### config.mk
export PLATFORM = sky130hd
export DESIGN_NAME = filter_pad_source_flat
export DESIGN_NICKNAME = d
export VERILOG_FILES = /design/src/rtl/filter_pad_source_if.sv /design/src/rtl/filter_pad_source.sv /design/src/flat_wrapper.sv
export SDC_FILE = /design/constraint.sdc
export NUM_CORES = 1
export LEC_CHECK = 0
export CORE_MARGIN = 1
export CORE_UTILIZATION = 57
export CTS_CLUSTER_SIZE = 20
export DETAILED_ROUTE_END_ITERATION = 8
export PLACE_DENSITY = 0.84
export SYNTH_ARGS = -nofsm -noshare
export SYNTH_HDL_FRONTEND = slang
export SYNTH_SLANG_ARGS = --single-unit
### constraint.sdc
create_clock -name clk -period 3.9 [get_ports clk]
set_input_delay 0.78 -clock clk [delete_from_list [all_inputs] [get_ports clk]]
set_output_delay 0.78 -clock clk [all_outputs]
set_load 0.1 [all_outputs]
### src/rtl/filter_pad_source_if.sv
// rtl/filter_pad_source_if.sv - pixel stream bundle for filter_pad_source
// Upstream side : iValid, iData (to block), iReady (from block)
// Downstream side: oValid, oData, oSof, oEol, oDone (from block)
// master = the pad source itself, slave = the surrounding environment.
interface filter_pad_source_if;
  logic        iValid;
  logic        iReady;
  logic [23:0] iData;
  logic        oValid;
  logic [23:0] oData;
  logic        oSof;
  logic        oEol;
  logic        oDone;

  modport master (
    input  iValid, iData,
    output iReady, oValid, oData, oSof, oEol, oDone
  );

  modport slave (
    output iValid, iData,
    input  iReady, oValid, oData, oSof, oEol, oDone
  );
endinterface

### src/rtl/filter_pad_source.sv
// rtl/filter_pad_source.sv - wraps an unpadded raster frame in a PAD-wide border of pad_value
// Ports:
//   clk    : clock
//   reset  : asynchronous active-low reset
//   iStart : start-of-frame request, honoured only while idle
//   oBusy  : frame in progress
//   bus    : master side of filter_pad_source_if (upstream iValid/iReady/iData,
//            downstream oValid/oData/oSof/oEol/oDone, all outputs registered)
module filter_pad_source #(
  parameter int          width       = 320,
  parameter int          height      = 240,
  parameter int          kernel_size = 3,
  parameter logic [23:0] pad_value   = 24'd0
) (
  input  logic                  clk,
  input  logic                  reset,
  input  logic                  iStart,
  output logic                  oBusy,
  filter_pad_source_if.master   bus
);

  localparam int         PAD      = (kernel_size - 1) / 2;
  localparam logic [12:0] PAD_W    = 13'(PAD);
  localparam logic [12:0] RPAD_COL = 13'(PAD + width);
  localparam logic [12:0] BOT_ROW  = 13'(PAD + height);
  localparam logic [12:0] COL_LAST = 13'(width + 2 * PAD - 1);
  localparam logic [12:0] ROW_LAST = 13'(height + 2 * PAD - 1);

  typedef enum logic [2:0] {
    S_IDLE,
    S_TOP,
    S_LPAD,
    S_DATA,
    S_RPAD,
    S_BOT
  } state_e;

  state_e      state_q, state_d;
  logic [12:0] row_q, row_d;
  logic [12:0] col_q, col_d;
  logic        oValid_q, oValid_d;
  logic [23:0] oData_q, oData_d;
  logic        oSof_q, oSof_d;
  logic        oEol_q, oEol_d;
  logic        oDone_q, oDone_d;

  // Region of the padded frame that position (r,c) belongs to.
  // "x < PAD" is written as "x + 1 <= PAD" so that PAD = 0 does not
  // produce a comparison that is constant by construction.
  function automatic state_e classify(input logic [12:0] r, input logic [12:0] c);
    logic [13:0] r1;
    logic [13:0] c1;
    r1 = {1'b0, r} + 14'd1;
    c1 = {1'b0, c} + 14'd1;
    if (r1 <= {1'b0, PAD_W})  return S_TOP;
    if (r >= BOT_ROW)         return S_BOT;
    if (c1 <= {1'b0, PAD_W})  return S_LPAD;
    if (c < RPAD_COL)         return S_DATA;
    return S_RPAD;
  endfunction

  state_e pos_state;
  logic   active;
  logic   emit;
  logic   last_col;
  logic   last_pix;

  always_comb begin
    state_d  = state_q;
    row_d    = row_q;
    col_d    = col_q;
    oValid_d = 1'b0;
    oData_d  = 24'd0;
    oSof_d   = 1'b0;
    oEol_d   = 1'b0;
    oDone_d  = 1'b0;

    // While idle the counters already sit at (0,0), so an accepted iStart
    // processes that position in the same cycle; this gives the oSof pixel
    // one cycle after iStart and back-to-back frames after oDone.
    pos_state = (state_q == S_IDLE) ? classify(row_q, col_q) : state_q;
    active    = (state_q != S_IDLE) || iStart;
    emit      = active &&
                ((pos_state != S_DATA) || ((state_q == S_DATA) && bus.iValid));
    last_col  = (col_q == COL_LAST);
    last_pix  = last_col && (row_q == ROW_LAST);

    // Borderless frame: iReady comes from state only, so the first pixel
    // has to wait for the DATA state before it can be taken.
    if ((state_q == S_IDLE) && iStart && (pos_state == S_DATA)) begin
      state_d = S_DATA;
    end

    if (emit) begin
      oValid_d = 1'b1;
      oData_d  = (pos_state == S_DATA) ? bus.iData : pad_value;
      oSof_d   = (row_q == 13'd0) && (col_q == 13'd0);
      oEol_d   = last_col;
      oDone_d  = last_pix;
      if (last_pix) begin
        row_d   = 13'd0;
        col_d   = 13'd0;
        state_d = S_IDLE;
      end else begin
        if (last_col) begin
          col_d = 13'd0;
          row_d = row_q + 13'd1;
        end else begin
          col_d = col_q + 13'd1;
        end
        state_d = classify(row_d, col_d);
      end
    end
  end

  always_ff @(posedge clk or negedge reset) begin
    if (!reset) begin
      state_q  <= S_IDLE;
      row_q    <= 13'd0;
      col_q    <= 13'd0;
      oValid_q <= 1'b0;
      oData_q  <= 24'd0;
      oSof_q   <= 1'b0;
      oEol_q   <= 1'b0;
      oDone_q  <= 1'b0;
    end else begin
      state_q  <= state_d;
      row_q    <= row_d;
      col_q    <= col_d;
      oValid_q <= oValid_d;
      oData_q  <= oData_d;
      oSof_q   <= oSof_d;
      oEol_q   <= oEol_d;
      oDone_q  <= oDone_d;
    end
  end

  assign bus.iReady = (state_q == S_DATA);
  assign bus.oValid = oValid_q;
  assign bus.oData  = oData_q;
  assign bus.oSof   = oSof_q;
  assign bus.oEol   = oEol_q;
  assign bus.oDone  = oDone_q;
  assign oBusy      = (state_q != S_IDLE);

endmodule

### src/flat_wrapper.sv
// flat-port wrapper written by rule: the top's interface ports become plain ports
module filter_pad_source_flat 
#(
  parameter int          width       = 320,
  parameter int          height      = 240,
  parameter int          kernel_size = 3,
  parameter logic [23:0] pad_value   = 24'd0
)
  (clk, reset, iStart, oBusy, bus_iValid, bus_iData, bus_iReady, bus_oValid, bus_oData, bus_oSof, bus_oEol, bus_oDone);
  filter_pad_source_if bus_i ();
  input  logic clk;
  input  logic reset;
  input  logic iStart;
  output logic oBusy;
  input wire logic [$bits(bus_i.iValid)-1:0] bus_iValid;
  input wire logic [$bits(bus_i.iData)-1:0] bus_iData;
  output wire logic [$bits(bus_i.iReady)-1:0] bus_iReady;
  output wire logic [$bits(bus_i.oValid)-1:0] bus_oValid;
  output wire logic [$bits(bus_i.oData)-1:0] bus_oData;
  output wire logic [$bits(bus_i.oSof)-1:0] bus_oSof;
  output wire logic [$bits(bus_i.oEol)-1:0] bus_oEol;
  output wire logic [$bits(bus_i.oDone)-1:0] bus_oDone;
  assign bus_i.iValid = bus_iValid;
  assign bus_i.iData = bus_iData;
  assign bus_iReady = bus_i.iReady;
  assign bus_oValid = bus_i.oValid;
  assign bus_oData = bus_i.oData;
  assign bus_oSof = bus_i.oSof;
  assign bus_oEol = bus_i.oEol;
  assign bus_oDone = bus_i.oDone;
  filter_pad_source #(.width(width), .height(height), .kernel_size(kernel_size), .pad_value(pad_value)) u_core (.clk(clk), .reset(reset), .iStart(iStart), .oBusy(oBusy), .bus(bus_i));
endmodule
Word-level counts from Yosys, hierarchy flattened
Index checks and enable logic that the tools add are counted.

cells by class
  $add $sub $neg = 6
  order comparisons = 8
  equality and inequality tests = 5
  muxes and demuxes = 62
  reduce and logical (&&, ||, !) cells = 13

operators by type and width
  kind                   number
  $mux 13                8
  $mux 3                 20
  $add 13x1->14 const B  4
  $le 14x1->1 const B    4
  $mux 24                2
  $mux 1                 32
  $add 13x1->13 const B  2
  $ge 13x8->1 const B    2
  $logic_not 13->1       2
  $lt 13x9->1 const B    2
  $eq 13x8->1 const B    1
  $eq 13x9->1 const B    1
  $eq 3x2->1 const B     2
  $logic_and 1x1->1      6
  $logic_not 3->1        1
  $ne 3x2->1 const B     1
  $reduce_bool 3->1      1
  $logic_or 1x1->1       2
  $reduce_bool 2->1      1

word-level totals
  register bits = 57
  input port bits = 28
  logic and storage cells = 102

Longest topological paths before layout
Gate-level depths: netlist of run 1.

  word-level depth = 41
  mapped depth = 13

Worst setup path after synthesis of run 1
OpenSTA, ideal clock, no wires.

  path type = register -> register
  start point = reg u_core.state_q[0]
  end point = reg u_core.col_q[6]
  arrival time = 2.847 ns
  required time = 3.763 ns
  slack = 0.915 ns
  stages on the path, launching flop included = 11
  buffers on the path = 2
  cell sequence = dfrtp_1 -> or3_1 -> or4_1 -> o41a_1 -> a31oi_1 -> o31a_1 -> buf_6 -> inv_2 -> buf_6 -> a21oi_1 -> a21oi_1

between the ends
  elaborated cells on any way between the ends = 9

RTL lines
  element                 RTL line                  text
  from (decl)             filter_pad_source.sv:38   state_e state_q, state_d;
  from (signal assigned)  filter_pad_source.sv:127  state_q <= state_d;
  $reduce_bool 3->1       -
  via oBusy               flat_wrapper.sv:14        output logic oBusy;
  $logic_or 1x1->1        filter_pad_source.sv:82   active = (state_q != S_IDLE) || iStart;
  $logic_and 1x1->1       filter_pad_source.sv:83   emit = active &&
  via u_core.emit         filter_pad_source.sv:64   logic emit;
  to (signal assigned)    filter_pad_source.sv:129  col_q <= col_d;
  to (decl)               filter_pad_source.sv:40   logic [12:0] col_q, col_d;

The timed path passes the listed nets, and every way through them passes these cells.
A chain may end at the register's enable or synchronous reset.

Worst setup path in the final report of run 1
  start point = reg u_core.row_q[8]
  end point = reg u_core.row_q[2]

between the ends
  longest elaborated chain between the ends = 12
  elaborated cells on any way between the ends = 20

RTL lines
  element                                                                 RTL line                  text
  from (decl)                                                             filter_pad_source.sv:39   logic [12:0] row_q, row_d;
  from (signal assigned)                                                  filter_pad_source.sv:128  row_q <= row_d;
  parallel branches: the longest is 12 deep, another holds $add 13x1->14  -

Parallel ways; which one is timed is not known. The select of a mux whose other input is x is not followed.

==> results by group, run 1 <==
Global route
  – Largest net degree at the start of global routing: 35
  – Gr usage total: 0.290
  – Remaining global-route overflow: 0
  – First-pass GRT wire length: 13.7 mm
  – Vias in the first global route: 2859
  – Initial antenna violation count: 0

Setup path
  – WP buf/inv: 1
  – CP peak stage delay: 0.58 ns
  – Slack of the worst reg-to-reg path: 0.70 ns
  – Arr. time, crit path: 3.44 ns
  – R2R cell count: 9
  – Slowest CP cell: or4_1
  – Max FO, Critical Path: 22
  – Critical Path RT: 4.14 ns
  – Crit end category: flip-flop
  – Critical path cell sequence: or4_1 > nor4_1 > and4_1 > o41a_1 > a31oi_1 > o31a_1 > inv_2 > nand2_1 > o41ai_1
  – Crit path launch type: flip-flop
  – CP delay by family, top: simple AND/OR/NAND/NOR gates
  – RR Endpoint: u_core.row_q[2]$_DFFE_PN0P_
  – R2R Path Start: u_core.row_q[8]$_DFFE_PN0P_
  – Critical path type: reg -> reg

Run status
  – Outcome: completed

Clock network
  – H-tree levels: 3
  – CTS Hold Bufs: 0
  – Latest clock arrival within the worst-skew pair: 0.35 ns
  – Post_cts resized: 0
  – Clock-pin slew on the worst setup and hold paths: 0.06 ns
  – CTS Buffer Depth: 2
  – CTS Buf Count: 9
  – CTS Sinks: 57
  – CTS tree: built
  – Root Driver: clkbuf_8
  – Post-CTS Setup Inserts: 0

Power
  – Static Leakage: 1.81 nW
  – PwrDens: 574 mW/mm^2
  – Tot Pwr: 0.00236 W
  – VDD IR max: 0.361 mV

Routing
  – WL met2: 4.12 mm
  – Routed Antenna Nets: 0
  – Top Metal Used: met4
  – Drt via density: 6.29
  – Post-Route M1 WL: 3.57 mm
  – Pre-antenna DRT Iters: 5
  – Vias: 3076
  – DR WL/cell: 17.3 um
  – DRC viols: 0
  – Final wirelength: 8.48 mm
  – Wire length on met3: 482 um
  – Iteration-0 DRC count of the detailed router: 247

Flow run
  – Max-cap viol count: 0

Logic synthesis
  – Cell Area, Synth: 0.00335 mm^2
  – Seq/Total Area, Yosys: 0.426
  – Post-synth top cells: 57 x dfrtp_1, 33 x and3_1, 28 x nand2_1
  – Post-synth ARST share: 1.00
  – Top-count cell post-synth: dfrtp_1
  – Ys flop type: dfrtp_1
  – Syn Inst Count: 367
  – Area contributors post-synth: dfrtp_1 43%, and3_1 6.2%, xnor2_1 5.2%
  – Post-synth top area cell: dfrtp_1
  – Post-synth EDFFs: 0
  – Distinct cell type count of the synthesized netlist: 57
  – Mean post-synth cell area: 9.12 um^2
  – Post-Syn Nets: 403
  – YS warnings: 0
  – Synthesis-stage register bit count: 57
  – Synth top area share: 0.426

Floorplanning
  – Chip height: 78.6 um
  – Horiz. Die Dim: 78.6 um
  – Core footprint: 0.00557 mm^2
  – Die area: 0.00618 mm^2
  – Initial core utilization: 0.601
  – FP Rows: 27
  – I/O pin total: 58

Placement
  – Input/output buffers: 57
  – Hpwl dp: 5.91 mm
  – RePlAce Congestion: 0.880

STA
  – Worst slew pin tran: 1.01 ns
  – Achievable Freq: 0.312 GHz
  – Setup tns final: 0 ns
  – RSZ-0062 raised after global routing: no
  – Tcrit/Tclk final: 0.821
  – Post-route clock skew: 0.00872 ns
  – Max transition margin: 0.325
  – Final setup viols: 0
  – Final Slew Violations: 0
  – Hold slack: 0.408 ns
  – Min Tclk post-route: 3.20 ns
  – Final Hold Vio Count: 0

Final layout
  – Synthesis-to-layout area growth: 22.9%
  – Total Nets Final: 448
  – Fill count: 400
  – Diode count: 0
  – Share of cells above drive strength 1: 0.0767

Hold path
  – Min-Delay Path Class: in -> async
## cell type report
cell class                      count  area, um^2  share of cell area
Clock buffer                       11         141              0.0343
Clock inverter                      5        78.8              0.0191
Inverter                           11        41.3              0.0100
Multi-Input combinational cell    270        1730               0.420
Sequential cell                    57        1430               0.347
Tap cell                           72        90.1              0.0219
Timing Repair Buffer               63         608               0.148
## logic make-up after synthesis
logic type	Yosys count	synth area share
AOI/OAI and AO/OA	70	0.135
xor gates and xnor gates	23	0.0602
adders and majority gates	8	0.0299
buffers and inverters	40	0.0572
DFF	57	0.426
muxes	2	0.00598
and+or+nand+nor	167	0.286
## stage by stage
stage | worst slack (ns) | utilization | instance area, um^2 | cells
floorplan | 0.915 | - | 3350 | 367
global placement | 0.667 | 0.699 | 3900 | 473
detailed placement | 0.446 | 0.699 | 3900 | 473
CTS | 0.722 | 0.738 | 4120 | 489
global route | 0.451 | 0.738 | 4120 | 489
finish | 0.698 | 0.738 | 4120 | 489
## per-layer routing
layer  up-vias  global-route usage
met5         -                   0
met4         0               0.159
met3        32              0.0628
met2       142               0.449
met1      1471               0.377
li1       1431                   -
## cells in the final DEF (no fill, tap or decap), types with 4 or more instances in the layout
cell	n
nand2_1	28
and4_1	5
clkbuf_8	10
nor4b_1	4
nor3_1	15
nand4_1	10
nor4_1	7
buf_4	7
xnor2_1	20
nor2_1	21
o21ai_0	15
a21oi_1	13
clkdlybuf4s50_1	55
nand3_1	17
o31ai_1	7
inv_1	10
and3_1	33
o21ai_1	6
ha_1	8
dfrtp_1	57
## registers in the layout, indices dropped and copies added (netlist names)
name and count:
u_core.row_q 13, u_core.bus.oSof 1, u_core.bus.oDone 1, u_core.bus.oData 24, u_core.state_q 3, u_core.bus.oEol 1, u_core.bus.oValid 1, u_core.col_q 13
## how the worst max path moves through the flow
stage / from / end / slack [ns] / cells after the start
floorplan: u_core.state_q[0]$_DFFE_PN0P_ / u_core.col_q[6]$_DFFE_PN0P_ / 0.92 / 10
global placement: bus_iValid / u_core.row_q[2]$_DFFE_PN0P_ / 0.67 / 10
detailed placement: bus_iValid / u_core.row_q[2]$_DFFE_PN0P_ / 0.45 / 10
CTS: u_core.row_q[8]$_DFFE_PN0P_ / u_core.row_q[2]$_DFFE_PN0P_ / 0.72 / 9
global route: u_core.row_q[8]$_DFFE_PN0P_ / u_core.row_q[2]$_DFFE_PN0P_ / 0.45 / 9
finish: u_core.row_q[8]$_DFFE_PN0P_ / u_core.row_q[2]$_DFFE_PN0P_ / 0.70 / 9
## power breakdown
group / total (W) / internal [W] / switching (W)
combinational: 0.000935 / 0.000277 / 0.000658
sequential: 0.000812 / 0.000683 / 0.000129
clock: 0.000618 / 0.000376 / 0.000242
(Power assumes the default switching activity.)
==> run 2: changes to the inputs <==
Settings changed: CORE_UTILIZATION 57 to 53, PLACE_DENSITY 0.84 to 0.79.
Clock period 3.9 ns to 3 ns, I/O delays scaled along.
==> run 2 against run 1 <==
  * Die area increased by 7.4%
  * Final cell count rose by 5.3%
  * Clock-buffer cell count is 1 lower
  * Total power increased by 32%
  * Sequential share of layout area shrank 0.75 points
  * Clock power grew 7.9%
  * Non-clock buffer count is 23 higher
  * Core utilization shrank 3.6 points
  * Global-route usage is 1.1 points lower
  * Wire length rose by 1.6%
  * Register-to-register slack got worse by 0.51 ns
  * Critical path type unchanged
  * Critical endpoint unchanged
  * Largest power group unchanged
  * Highest routed layer unchanged
==> results by group, run 2 (same netlist as run 1, synthesis figures left out) <==
Floorplanning
  – Horiz. Die Dim: 81.5 um
  – FP Rows: 28
  – I/O pin total: 58
  – Die area: 0.00664 mm^2
  – Core footprint: 0.00599 mm^2
  – Chip height: 81.5 um
  – Initial core utilization: 0.559

Placement
  – Hpwl dp: 6.01 mm
  – Pre-CTS setup slack: 0.116 ns
  – RePlAce Congestion: 0.893
  – Input/output buffers: 57

Flow run
  – Max-cap viol count: 0

Final layout
  – Share of cells above drive strength 1: 0.200
  – Area of the multi-input gates: 0.00175 mm^2
  – Most common cell after layout, fill and taps aside: buf_4
  – Fill count: 459
  – Storage element area: 0.00143 mm^2
  – Diode count: 0
  – Synthesis-to-layout area growth: 25.7%
  – Total Nets Final: 471
  – Commonest non-fill, non-tap cells in the layout: 58 x buf_4, 57 x dfrtp_1, 33 x and3_1
  – Max reg flops: 24
  – Post-Route Utilization: 0.702

Setup path
  – Slack of the worst reg-to-reg path: 0.19 ns
  – Critical Path RT: 3.24 ns
  – Crit end category: flip-flop
  – Max FO, Critical Path: 9
  – Critical path type: reg -> reg
  – Crit path launch type: flip-flop
  – Arr. time, crit path: 3.05 ns

STA
  – Tcrit/Tclk final: 0.938
  – Max transition margin: 0.531
  – Post-route clock skew: 0.0126 ns
  – Setup slack after layout: 0.187 ns
  – Setup tns final: 0 ns
  – Final Slew Violations: 0
  – Final setup viols: 0
  – Final Hold Vio Count: 0
  – Achievable Freq: 0.355 GHz
  – Worst slew pin tran: 0.703 ns
  – Min Tclk post-route: 2.81 ns
  – RSZ-0062 raised after global routing: no

Routing
  – Final wirelength: 8.62 mm
  – Pre-antenna DRT Iters: 5
  – Iteration-0 DRC count of the detailed router: 255
  – Routed Antenna Nets: 0
  – DRC viols: 0
  – Drt via density: 6.00
  – Vias: 3088
  – DR WL/cell: 16.7 um

Clock network
  – CTS tree: built
  – CTS Sinks: 57
  – CTS Buf Count: 9
  – Latest clock arrival within the worst-skew pair: 0.35 ns
  – CTS Hold Bufs: 0
  – H-tree levels: 3
  – Clock-pin slew on the worst setup and hold paths: 0.07 ns
  – CTS Buffer Depth: 2
  – Root Driver: clkbuf_8
  – Post-CTS Setup Inserts: 0

Global route
  – Met2 usage in global routing: 0.437
  – Gr usage total: 0.279
  – GRT busiest layer: met2
  – Global routing usage on met3: 0.0556
  – Remaining global-route overflow: 0
  – Vias in the first global route: 2861
  – First-pass GRT wire length: 13.9 mm
  – Largest net degree at the start of global routing: 58
  – Met1 Resource Use GR: 0.369
  – Initial antenna violation count: 0

Power
  – Comb pwr share: 0.461
  – Flop pwr share: 0.326
  – Static Leakage: 1.95 nW
  – PwrDens: 744 mW/mm^2
  – VDD IR max: 0.570 mV
  – Int Pwr: 0.00167 W
  – NetSw: 0.00146 W
  – Clock share of power: 0.213
  – Switching share of power: 0.466

Hold path
  – Min-Delay Path Class: in -> async

Run status
  – Outcome: completed
-- run 2: final cells by class --
cell class,instances,area share
Multi-Input combinational cell,270,0.415
Sequential cell,57,0.339
Timing Repair Buffer,86,0.171
Clock buffer,10,0.0327
Tap cell,75,0.0223
Clock inverter,6,0.0101
Inverter,11,0.00981
-- run 2: per-layer routing --
| layer | routed length (um) | part of all wire | vias up |
|---|---|---|---|
| met3 | 567 | 0.066 | 28 |
| met1 | 3710 | 0.43 | 1460 |
| met4 | 219 | 0.025 | 0 |
| met2 | 4130 | 0.48 | 132 |
| li1 | - | - | 1468 |
| met5 | 0 | 0 | - |
-- run 2: path summary, 6_finish.rpt --
check,start,endpoint,depth (start not counted)
setup / recovery,u_core.row_q[1]$_DFFE_PN0P_,u_core.row_q[2]$_DFFE_PN0P_,10
hold / removal,reset,u_core.row_q[3]$_DFFE_PN0P_,2
setup reg to reg,u_core.row_q[1]$_DFFE_PN0P_,u_core.row_q[2]$_DFFE_PN0P_,10
hold reg to reg,u_core.row_q[12]$_DFFE_PN0P_,u_core.row_q[12]$_DFFE_PN0P_,1
max in group asynchronous,reset,u_core.col_q[12]$_DFFE_PN0P_,2
min in group clk,u_core.row_q[12]$_DFFE_PN0P_,u_core.row_q[12]$_DFFE_PN0P_,1
-- run 2: power by group through the flow --
stage | Combinational [W] | Clock (W) | Sequential (W)
global placement | 0.00140 | 0 | 0.00103
finish | 0.00144 | 0.000667 | 0.00102
detailed placement | 0.00142 | 0 | 0.00103
CTS | 0.00143 | 0.000671 | 0.00102
floorplan | 0.000642 | 0 | 0.00134
global route | 0.00155 | 0.000708 | 0.00104
-- run 2: timing repair --
item | 4_1_cts | 5_1_grt
setup endpoints to repair | 0 | 8
endpoints found under the hold margin | 0 | 0
resized for setup | 0 | 3
-- run 2: through the flow --
| step | hold WS [ns] | total power, W | cell area, um^2 | std cells |
|---|---|---|---|---|
| finish | 0.372 | 0.00313 | 4210 | 515 |
| global route | 0.438 | 0.00329 | 4210 | 515 |
| CTS | 0.412 | 0.00312 | 4190 | 515 |
| detailed placement | 0.563 | 0.00245 | 4010 | 499 |
| global placement | 0.556 | 0.00243 | 4010 | 499 |
| floorplan | 0.304 | 0.00198 | 3350 | 367 |
-- run 2: critical path, cell delays in order (launching register included) --
cell,delay (ns)
dfrtp_1,0.44
ha_1,0.22
and4_1,0.27
nor4b_1,0.40
o21ai_0,0.14
nand2_1,0.08
nand4_1,0.11
o31a_1,0.34
inv_2,0.18
nand2_1,0.23
o41ai_1,0.29
==> run 3: changes to the inputs <==
Settings changed: CAP_MARGIN set to 25.
==> results of run 3 <==
Final layout, timing and power as in run 2 (identical DEF).
==> RTL change, RTL diff (config.mk and constraints of run 3) <==
Make the reset (`reset`) synchronous in one clocked block. Comments in the files are not updated.
--- a/src/rtl/filter_pad_source.sv
+++ b/src/rtl/filter_pad_source.sv
@@ -113,7 +113,7 @@
     end
   end
 
-  always_ff @(posedge clk or negedge reset) begin
+  always_ff @(posedge clk) begin
     if (!reset) begin
       state_q  <= S_IDLE;
       row_q    <= 13'd0;
Check against the original RTL: differs if reset is asserted again (counterexample within 4 cycles, from zero or initial values and one cycle with reset low); with reset held inactive, the same outputs for 10 cycles.
==> RTL change against run 3 <==
Area after synthesis decreased by 3.4%. Setup slack improved by 38 ps. Highest routed layer unchanged. Routed wire length decreased by 4.0%. Final area decreased by 5.0%. Hold slack improved by 140 ps. Non-clock buffer count decreased by 11. Sequential cell count unchanged.
Power is not compared: it rests on default switching activity, and its combinational part moved more than twofold at a synthesized area within 25%.
==> RTL change: results (changes against run 3) <==
slowest stage cell, crit path: or4_1
Nets: 479 (+1.7%)
Fillers: 467 (+1.7%)
RR Startpoint: u_core.col_q[0]
initial drt markers: 234 (-8.2%)
Synth-to-Final Area Change: 23.56%
Register Area: 1145 um^2 (-20%)
HPWL after DPL: 5718 um (-4.9%)
Total Routing Usage GR: 0.2708 (-0.007821)
Routed WL per cell: 15.82 um (-5.5%)
Post-synth ARST share: 0 (-1.000)
Register-to-Register Path Depth: 9 (-1)
Critical Path Max Stage Delay: 520 ps (+80 ps)
Post-Synth XOR/XNOR Area: 0.02437 (-0.03579)
Clock Skew: 9.801 ps (-2.770 ps)
number of buffers created by CTS: 9 (unchanged)
met2 GRT Util: 0.4556 (+0.01889)
vias in the first global route: 2868 (+0.24%)
fraction of area in multi-input gates: 0.4637 (+0.04888)
Hold Crit Depth: 2
share of layout cells above drive strength 1: 0.1674 (-0.03259)
drt pass-1 iters: 7 (+2)
clock buffers: 11 (+1)
largest net degree at the start of global routing: 37 (-36%)
RePlAce Congestion: 0.8660 (-3.0%)
multi-input gate count: 289 (+7.0%)
largest cells by area after synthesis: dfxtp_1 (35%), and2_1 (5.2%), a21oi_1 (3.7%)
ClkCell Share: 0.05510 (+0.01228)
M1 WL: 3614 um (-2.5%)
syn nets: 429 (+6.5%)
Ant. Diodes: 0 (unchanged)
Seq/Total Area, Yosys: 0.3528 (-0.07320)
hold slack final: 507.6 ps (+135.2 ps)
initial antenna violation count: 0 (unchanged)
Placed Cells: 507 (+1.6%)
commonest cells in the netlist: dfxtp_1 (57), nand2_1 (29), and2_1 (27), nor2_1 (27)
Rel. slew slack: 0.5683 (+0.03717)
Mapped Cells: 393 (+7.1%)
mux cell area share after synthesis: 0.009284 (+0.003305)
total number of vias: 3166 (+2.5%)
worst hold path class: flop to flop
bufs w/o clock: 75 (-13%)
die width: 80.12 um (-1.7%)
Post-synth top flop: dfxtp_1
outcome: completed
first-pass GRT wire length: 13370 um (-3.8%)
yosys synthesis warning count: 0 (unchanged)
Non-Filler Instances: 523 (+1.6%)
RR Endpoint: u_core.row_q[3]
buffering overhead: 0.1609 (-0.01035)
Synth Area in Adders: 0.03095 (+0.001052)
seq_cells: 57 (unchanged)
WL met2: 3773 um (-8.6%)
Critical Path Fanout Max: 19 (+10)
Routed met3 length: 696 um (+23%)
DP Worst Slack: 124.5 ps (+8.920 ps)
Crit path arrival time: 3040 ps (about the same)
Hold Path Origin: u_core.col_q[9]
r2r setup slk: 220 ps (+40 ps)
[RTL change: power by group]
part | internal, mW | switching [mW] | leakage [nW]
registers | 0.773 | 0.0196 | 0.462
logic | 0.108 | 0.168 | 0.946
clock network | 0.489 | 0.325 | 0.113
total | 1.37 | 0.513 | 1.52
[RTL change: worst max path at each step]
| stage | startpoint | to | slack, ps | cells past startpoint |
|---|---|---|---|---|
| 2_1_floorplan | u_core.state_q[2] | u_core.row_q[7] | 510 | 8 |
| 3_3_place_gp | iStart | u_core.row_q[4] | 210 | 9 |
| 3_5_place_dp | iStart | u_core.row_q[5] | 120 | 9 |
| 4_1_cts | u_core.col_q[1] | u_core.row_q[3] | 130 | 9 |
| 5_1_grt | u_core.col_q[0] | u_core.state_q[1] | 40 | 9 |
| 6_report | u_core.col_q[0] | u_core.row_q[3] | 220 | 9 |
